--- src/rtl/ex_muldiv_unit_pkg.sv ---
// Shared encodings for the EX-stage iterative multiply/divide unit.
package ex_muldiv_unit_pkg;

  localparam logic [1:0] OP_MULT  = 2'b00;
  localparam logic [1:0] OP_MULTU = 2'b01;
  localparam logic [1:0] OP_DIV   = 2'b10;
  localparam logic [1:0] OP_DIVU  = 2'b11;

  typedef enum logic [1:0] {
    StIdle = 2'd0,
    StRun  = 2'd1,
    StDone = 2'd2
  } md_state_e;

  // Wide enough for any supported WIDTH; users take the low WIDTH bits.
  localparam logic [63:0] DIV0_LO = '1;

  // Bit 0 of the opcode marks the unsigned variants.
  function automatic logic op_is_signed(input logic [1:0] op);
    return ~op[0];
  endfunction

endpackage

--- src/rtl/muldiv_datapath.sv ---
// Accumulator and one radix-2 step per cycle: shift-add multiply or restoring divide.
module muldiv_datapath #(
  parameter int unsigned WIDTH = 32
) (
  input  logic               clk,
  input  logic               rst,
  input  logic               load,
  input  logic               step,
  input  logic               is_div,
  input  logic [WIDTH-1:0]   mag_a,
  input  logic [WIDTH-1:0]   mag_b,
  output logic [2*WIDTH-1:0] acc
);

  logic [2*WIDTH-1:0] acc_q, acc_d;
  logic [WIDTH-1:0]   opnd_q;
  logic               is_div_q;
  logic [WIDTH:0]     sum, r_sh, diff;

  // Multiply: acc = {partial, multiplier}; divide: acc = {remainder, quotient/dividend}.
  always_comb begin
    sum   = {1'b0, acc_q[2*WIDTH-1:WIDTH]} + {1'b0, opnd_q};
    r_sh  = acc_q[2*WIDTH-1:WIDTH-1];
    diff  = r_sh - {1'b0, opnd_q};
    acc_d = acc_q;
    if (load) begin
      acc_d = {{WIDTH{1'b0}}, (is_div ? mag_a : mag_b)};
    end else if (step) begin
      if (is_div_q) begin
        if (!diff[WIDTH]) acc_d = {diff[WIDTH-1:0], acc_q[WIDTH-2:0], 1'b1};
        else              acc_d = {r_sh[WIDTH-1:0], acc_q[WIDTH-2:0], 1'b0};
      end else if (acc_q[0]) begin
        acc_d = {sum, acc_q[WIDTH-1:1]};
      end else begin
        acc_d = {1'b0, acc_q[2*WIDTH-1:1]};
      end
    end
  end

  always_ff @(posedge clk or posedge rst) begin
    if (rst) begin
      acc_q    <= '0;
      opnd_q   <= '0;
      is_div_q <= 1'b0;
    end else begin
      acc_q <= acc_d;
      if (load) begin
        opnd_q   <= is_div ? mag_b : mag_a;
        is_div_q <= is_div;
      end
    end
  end

  assign acc = acc_q;

endmodule

--- src/rtl/ex_muldiv_unit.sv ---
// EX-stage mul/div unit: sequencing FSM, architectural HI/LO and the pipeline stall request.
module ex_muldiv_unit
  import ex_muldiv_unit_pkg::*;
#(
  parameter int unsigned WIDTH = 32
) (
  input  logic             clk,
  input  logic             rst,
  input  logic             start,
  input  logic [1:0]       op,
  input  logic [WIDTH-1:0] src_a,
  input  logic [WIDTH-1:0] src_b,
  input  logic             mthi_we,
  input  logic             mtlo_we,
  input  logic             hl_read,
  input  logic             flush,
  output logic [WIDTH-1:0] hi,
  output logic [WIDTH-1:0] lo,
  output logic             busy,
  output logic             stall_req
);

  localparam int unsigned CntW = $clog2(WIDTH);

  md_state_e          state_q;
  logic [CntW-1:0]    cnt_q;
  logic               is_div_q, neg_res_q, neg_rem_q, div0_q;
  logic [WIDTH-1:0]   a_raw_q, hi_q, lo_q;

  logic               a_neg, b_neg, load;
  logic [WIDTH-1:0]   mag_a, mag_b, quo, rem;
  logic [2*WIDTH-1:0] acc, prod;
  logic [WIDTH-1:0]   hi_res, lo_res;

  always_comb begin
    a_neg = op_is_signed(op) & src_a[WIDTH-1];
    b_neg = op_is_signed(op) & src_b[WIDTH-1];
    mag_a = a_neg ? -src_a : src_a;
    mag_b = b_neg ? -src_b : src_b;
    load  = (state_q == StIdle) & start & ~flush;
  end

  muldiv_datapath #(
    .WIDTH(WIDTH)
  ) u_datapath (
    .clk   (clk),
    .rst   (rst),
    .load  (load),
    .step  (state_q == StRun),
    .is_div(op[1]),
    .mag_a (mag_a),
    .mag_b (mag_b),
    .acc   (acc)
  );

  // Sign correction applied while in StDone, committed on the edge leaving it.
  always_comb begin
    prod = neg_res_q ? -acc : acc;
    quo  = acc[WIDTH-1:0];
    rem  = acc[2*WIDTH-1:WIDTH];
    if (!is_div_q) begin
      hi_res = prod[2*WIDTH-1:WIDTH];
      lo_res = prod[WIDTH-1:0];
    end else if (div0_q) begin
      hi_res = a_raw_q;
      lo_res = DIV0_LO[WIDTH-1:0];
    end else begin
      hi_res = neg_rem_q ? -rem : rem;
      lo_res = neg_res_q ? -quo : quo;
    end
  end

  always_ff @(posedge clk or posedge rst) begin
    if (rst) begin
      state_q   <= StIdle;
      cnt_q     <= '0;
      is_div_q  <= 1'b0;
      neg_res_q <= 1'b0;
      neg_rem_q <= 1'b0;
      div0_q    <= 1'b0;
      a_raw_q   <= '0;
      hi_q      <= '0;
      lo_q      <= '0;
    end else begin
      case (state_q)
        StIdle: begin
          if (!flush) begin
            if (start) begin
              state_q   <= StRun;
              cnt_q     <= '0;
              is_div_q  <= op[1];
              neg_res_q <= a_neg ^ b_neg;
              neg_rem_q <= a_neg;
              div0_q    <= op[1] & (src_b == '0);
              a_raw_q   <= src_a;
            end else begin
              if (mthi_we) hi_q <= src_a;
              if (mtlo_we) lo_q <= src_a;
            end
          end
        end
        StRun: begin
          if (flush) begin
            state_q <= StIdle;
          end else begin
            cnt_q <= cnt_q + 1'b1;
            if (cnt_q == CntW'(WIDTH - 1)) state_q <= StDone;
          end
        end
        StDone: begin
          state_q <= StIdle;
          if (!flush) begin
            hi_q <= hi_res;
            lo_q <= lo_res;
          end
        end
        default: state_q <= StIdle;
      endcase
    end
  end

  assign hi        = hi_q;
  assign lo        = lo_q;
  assign busy      = (state_q != StIdle);
  assign stall_req = busy & (start | hl_read | mthi_we | mtlo_we);

endmodule

--- config.mk ---
export PLATFORM = sky130hd
export DESIGN_NAME = ex_muldiv_unit
export DESIGN_NICKNAME = d
export VERILOG_FILES = /design/src/rtl/ex_muldiv_unit_pkg.sv /design/src/rtl/muldiv_datapath.sv /design/src/rtl/ex_muldiv_unit.sv
export SDC_FILE = /design/constraint.sdc
export NUM_CORES = 1
export LEC_CHECK = 0
export ABC_AREA = 1
export CAP_MARGIN = 20
export CORE_UTILIZATION = 45
export CTS_CLUSTER_SIZE = 8
export DETAILED_ROUTE_END_ITERATION = 16
export GPL_ROUTABILITY_DRIVEN = 0
export PLACE_DENSITY = 0.66
export SKIP_CTS_REPAIR_TIMING = 1
export SLEW_MARGIN = 20
export SYNTH_ARGS = -nofsm -noshare
export SYNTH_HDL_FRONTEND = slang
export SYNTH_SLANG_ARGS = --single-unit
export TNS_END_PERCENT = 20
--- constraint.sdc ---
create_clock -name clk -period 10.9 [get_ports clk]
set_input_delay 2.725 -clock clk [delete_from_list [all_inputs] [get_ports clk]]
set_output_delay 2.725 -clock clk [all_outputs]
set_load 0.02 [all_outputs]
==> results.cfg <==
[run_status]
outcome = finished clean

[worst_setup_path]
startpoint_of_the_most_critical_setup_path = start
cp-end-kind = output port
worstPathBufferInverterCount = 2
slowest_stage = clkdlybuf4s50_1
worst-endpoint-arrival_ns = 4.00
crit_family = buffers and inverters
crit_path_cell_trace = clkdlybuf4s50_1 -> nor3_1 -> a21oi_1 -> clkdlybuf4s50_1
ff2ff_path_depth = 10
worstSetupStartpointType = input pin
crit_cells = 4
crit-reg2reg-launch = state_q[0]
worstSetupEndpoint = stall_req
r2r_slack_ns = 7.38
critical_path.max_fanout = 2
cpPeakStageDelay_ns = 0.62
path_class = in -> out
most_frequent_cell_on_the_critical_path = clkdlybuf4s50_1
timing.rr.end = u_datapath.acc[8]
worst_ep_required_time_ns = 8.18

[global_routing]
largest_net_degree_at_the_start_of_global_routing = 85
antenna_found_initial = 1
grt_first_pass_wirelength_um = 129000
grtUsageTotal_pct = 35.8
via_count_of_the_first_global_routing_pass = 22200
overflow = 0

[power]
powerDensity_nw_per_um2 = 252
p_clk_share_pct = 15.3
seq_power_share_pct = 24.1
power.combinational.fraction_pct = 60.5
switching_share_pct = 53.9
power_report.internal_total_w = 0.00266
fin_total_pwr_w = 0.00576
power_leakage_nw = 11.4
ir_drop_mv = 0.131
p_switching_w = 0.00311

[floorplan]
floorplan.core_area_um2 = 44400
io-pin-count = 139
rows = 77
floorplan.die.width_um = 215
die_y_um = 215
floorplan.initialDensity_pct = 45.8
fp.dieArea_um2 = 46100

[cts]
ctsLongestPathBuffers = 3
numCtsBuffers = 30
ctsHtreeMaxLevel = 1
tritoncts_clock_tree = yes
clk_pin_slew_ns = 0.05
cts-root-buf = clkbuf_16
clkSinkCount = 203
worstSkewPairLatency_ns = 0.59

[detailed_routing]
dr.pass1.iters = 7
post_dr_wirelength_cell_um = 20.6
wirelength_um = 84200
route.vias.total = 23800
antenna_violating_nets_post_route = 0
drtIter0Drc = 3053
remaining_routing_drc_violations = 0
detail_route.vias_per_cell = 5.83

[flow_run]
drv_cap = 0

[finish]
commonest_non_fill_non_tap_cell_in_the_layout = nand2_1
antennaDiodeCount = 0
fin_nets = 3627
final_layout_size_suffix_gt1_share_pct = 5.01
design_area_um2 = 22900
area_growth_pct = 12.3
final_cell_mix = nand2_1 (1110), nor2_1 (436), inv_1 (410), nand3_1 (257), dfrtp_1 (201)

[yosys]
fraction_of_synthesis_flops_using_an_asynchronous_set_or_reset_pin_pct = 100
yosysSeqAreaShare_pct = 25.0
mappedNetlistArea_um2 = 20300
syn_avg_cell_area_um2 = 5.92
synth-warning-count = 0
synth_ff_type = dfrtp_1
synth_enable_flop_cells = 0
synth_nets = 3582
synth_cell_types = 53
total_of_flip_flops_plus_latches_after_synthesis = 203
synthesis.instances = 3437

[placement]
numPortBuffers = 138
hpwlAfterDp_um = 65300
placement.cell_area_um2 = 22000

[timing]
timing.max_slew.rel_slack_pct = 23.0
timing_hold_violations_final = 0
rsz_0062_raised_after_global_routing = false
report.final.slew_viol_count = 0
timing.fmax_ghz = 0.149
fin_worst_skew_ns = 0.0143
period_share_pct = 61.7
fin_crit_ns = 6.73
tightest_slew_ns = 1.16
finalSetupViolCount = 0
total_negative_setup_slack_ns = 0

[worst_hold_path]
worst_hold_path_type = reg -> reg
-- power by group through the flow --
| stage | clock network [W] | registers [W] | logic, W |
|---|---|---|---|
| floorplan | 0 | 0.00120 | 0.00249 |
| global placement | 0 | 0.00137 | 0.00332 |
| detailed placement | 0 | 0.00138 | 0.00337 |
| CTS | 0.000883 | 0.00137 | 0.00339 |
| global route | 0.000914 | 0.00140 | 0.00385 |
| finish | 0.000883 | 0.00139 | 0.00349 |
-- metrics by stage --
stage | instances | util [%] | hold WS (ns) | worst slack, ns
floorplan | 3437 | - | 0.448 | 2.64
global route | 4082 | 51.5 | 0.508 | 4.12
CTS | 4081 | 51.4 | 0.479 | 4.16
global placement | 4041 | 49.5 | 0.466 | 4.14
finish | 4082 | 51.5 | 0.481 | 4.17
detailed placement | 4041 | 49.5 | 0.467 | 4.18
-- final cells by class --
| cell class | count | area [um2] |
|---|---|---|
| Clock buffer | 38 | 801 |
| Tap cell | 592 | 741 |
| Multi-Input combinational cell | 2659 | 13000 |
| Timing Repair Buffer | 158 | 1540 |
| Clock inverter | 2 | 46.3 |
| Sequential cell | 203 | 5080 |
| Inverter | 430 | 1620 |
| Fill cell | 4589 | 21600 |
-- logic make-up after synthesis --
group	count (synthesis)	share of synthesized area (%)
xor+xnor	76	3.27
fa+ha+maj	72	4.50
mux	1	0.0492
flops	203	25.0
simple gates	1991	41.1
compound gates	519	15.0
buf+inv	575	11.2
-- sequential cells by signal (all words and copies together) (netlist names) --
name and cells:
cnt_q 5, neg_res_q 1, div0_q 1, a_raw_q 32, hi 32, neg_rem_q 1, u_datapath.opnd_q 32, lo 32
u_datapath.acc 64, state_q 2, is_div_q 1
-- routing by layer --
metal  track usage [%]  share of wire, %
met4              20.2               6.5
met5                 0             0.013
met3              6.14                11
met1              48.2                40
met2              54.4                42
-- synthesized netlist by cell type, types with 14 or more instances --
library cell	n	area, um2
nand2_1	1111	4170
nor2_1	439	1650
inv_1	411	1540
nand3_1	257	1290
dfrtp_1	203	5080
o21ai_0	182	911
a21oi_1	171	856
clkbuf_1	86	323
ha_1	70	876
xor2_1	62	543
or2_2	44	275
buf_2	37	185
o211ai_1	34	255
a2bb2oi_1	30	263
nor3_1	30	150
nand4_1	28	175
nand3b_1	23	173
a21boi_1	19	143
inv_2	15	56.3
nand2_2	15	93.8
o21ai_1	15	75.1
nand3_2	14	140
xnor2_1	14	123
-- worst min path at each step --
stage / startpoint / end / slack, ns / cells past startpoint
2_1_floorplan: a_raw_q[3] / a_raw_q[3] / 0.45 / 2
3_3_place_gp: cnt_q[4] / cnt_q[4] / 0.47 / 2
3_5_place_dp: cnt_q[4] / cnt_q[4] / 0.47 / 2
4_1_cts: cnt_q[4] / cnt_q[4] / 0.48 / 2
5_1_grt: a_raw_q[13] / a_raw_q[13] / 0.51 / 2
6_report: cnt_q[4] / cnt_q[4] / 0.48 / 2
-- tightest hold or removal path, cell delays in order, from the launching register on --
cell	delay, ns
dfrtp_1	0.35
nand2_1	0.05
nand2_1	0.05
Note: power is estimated with default switching activity, not from simulation.
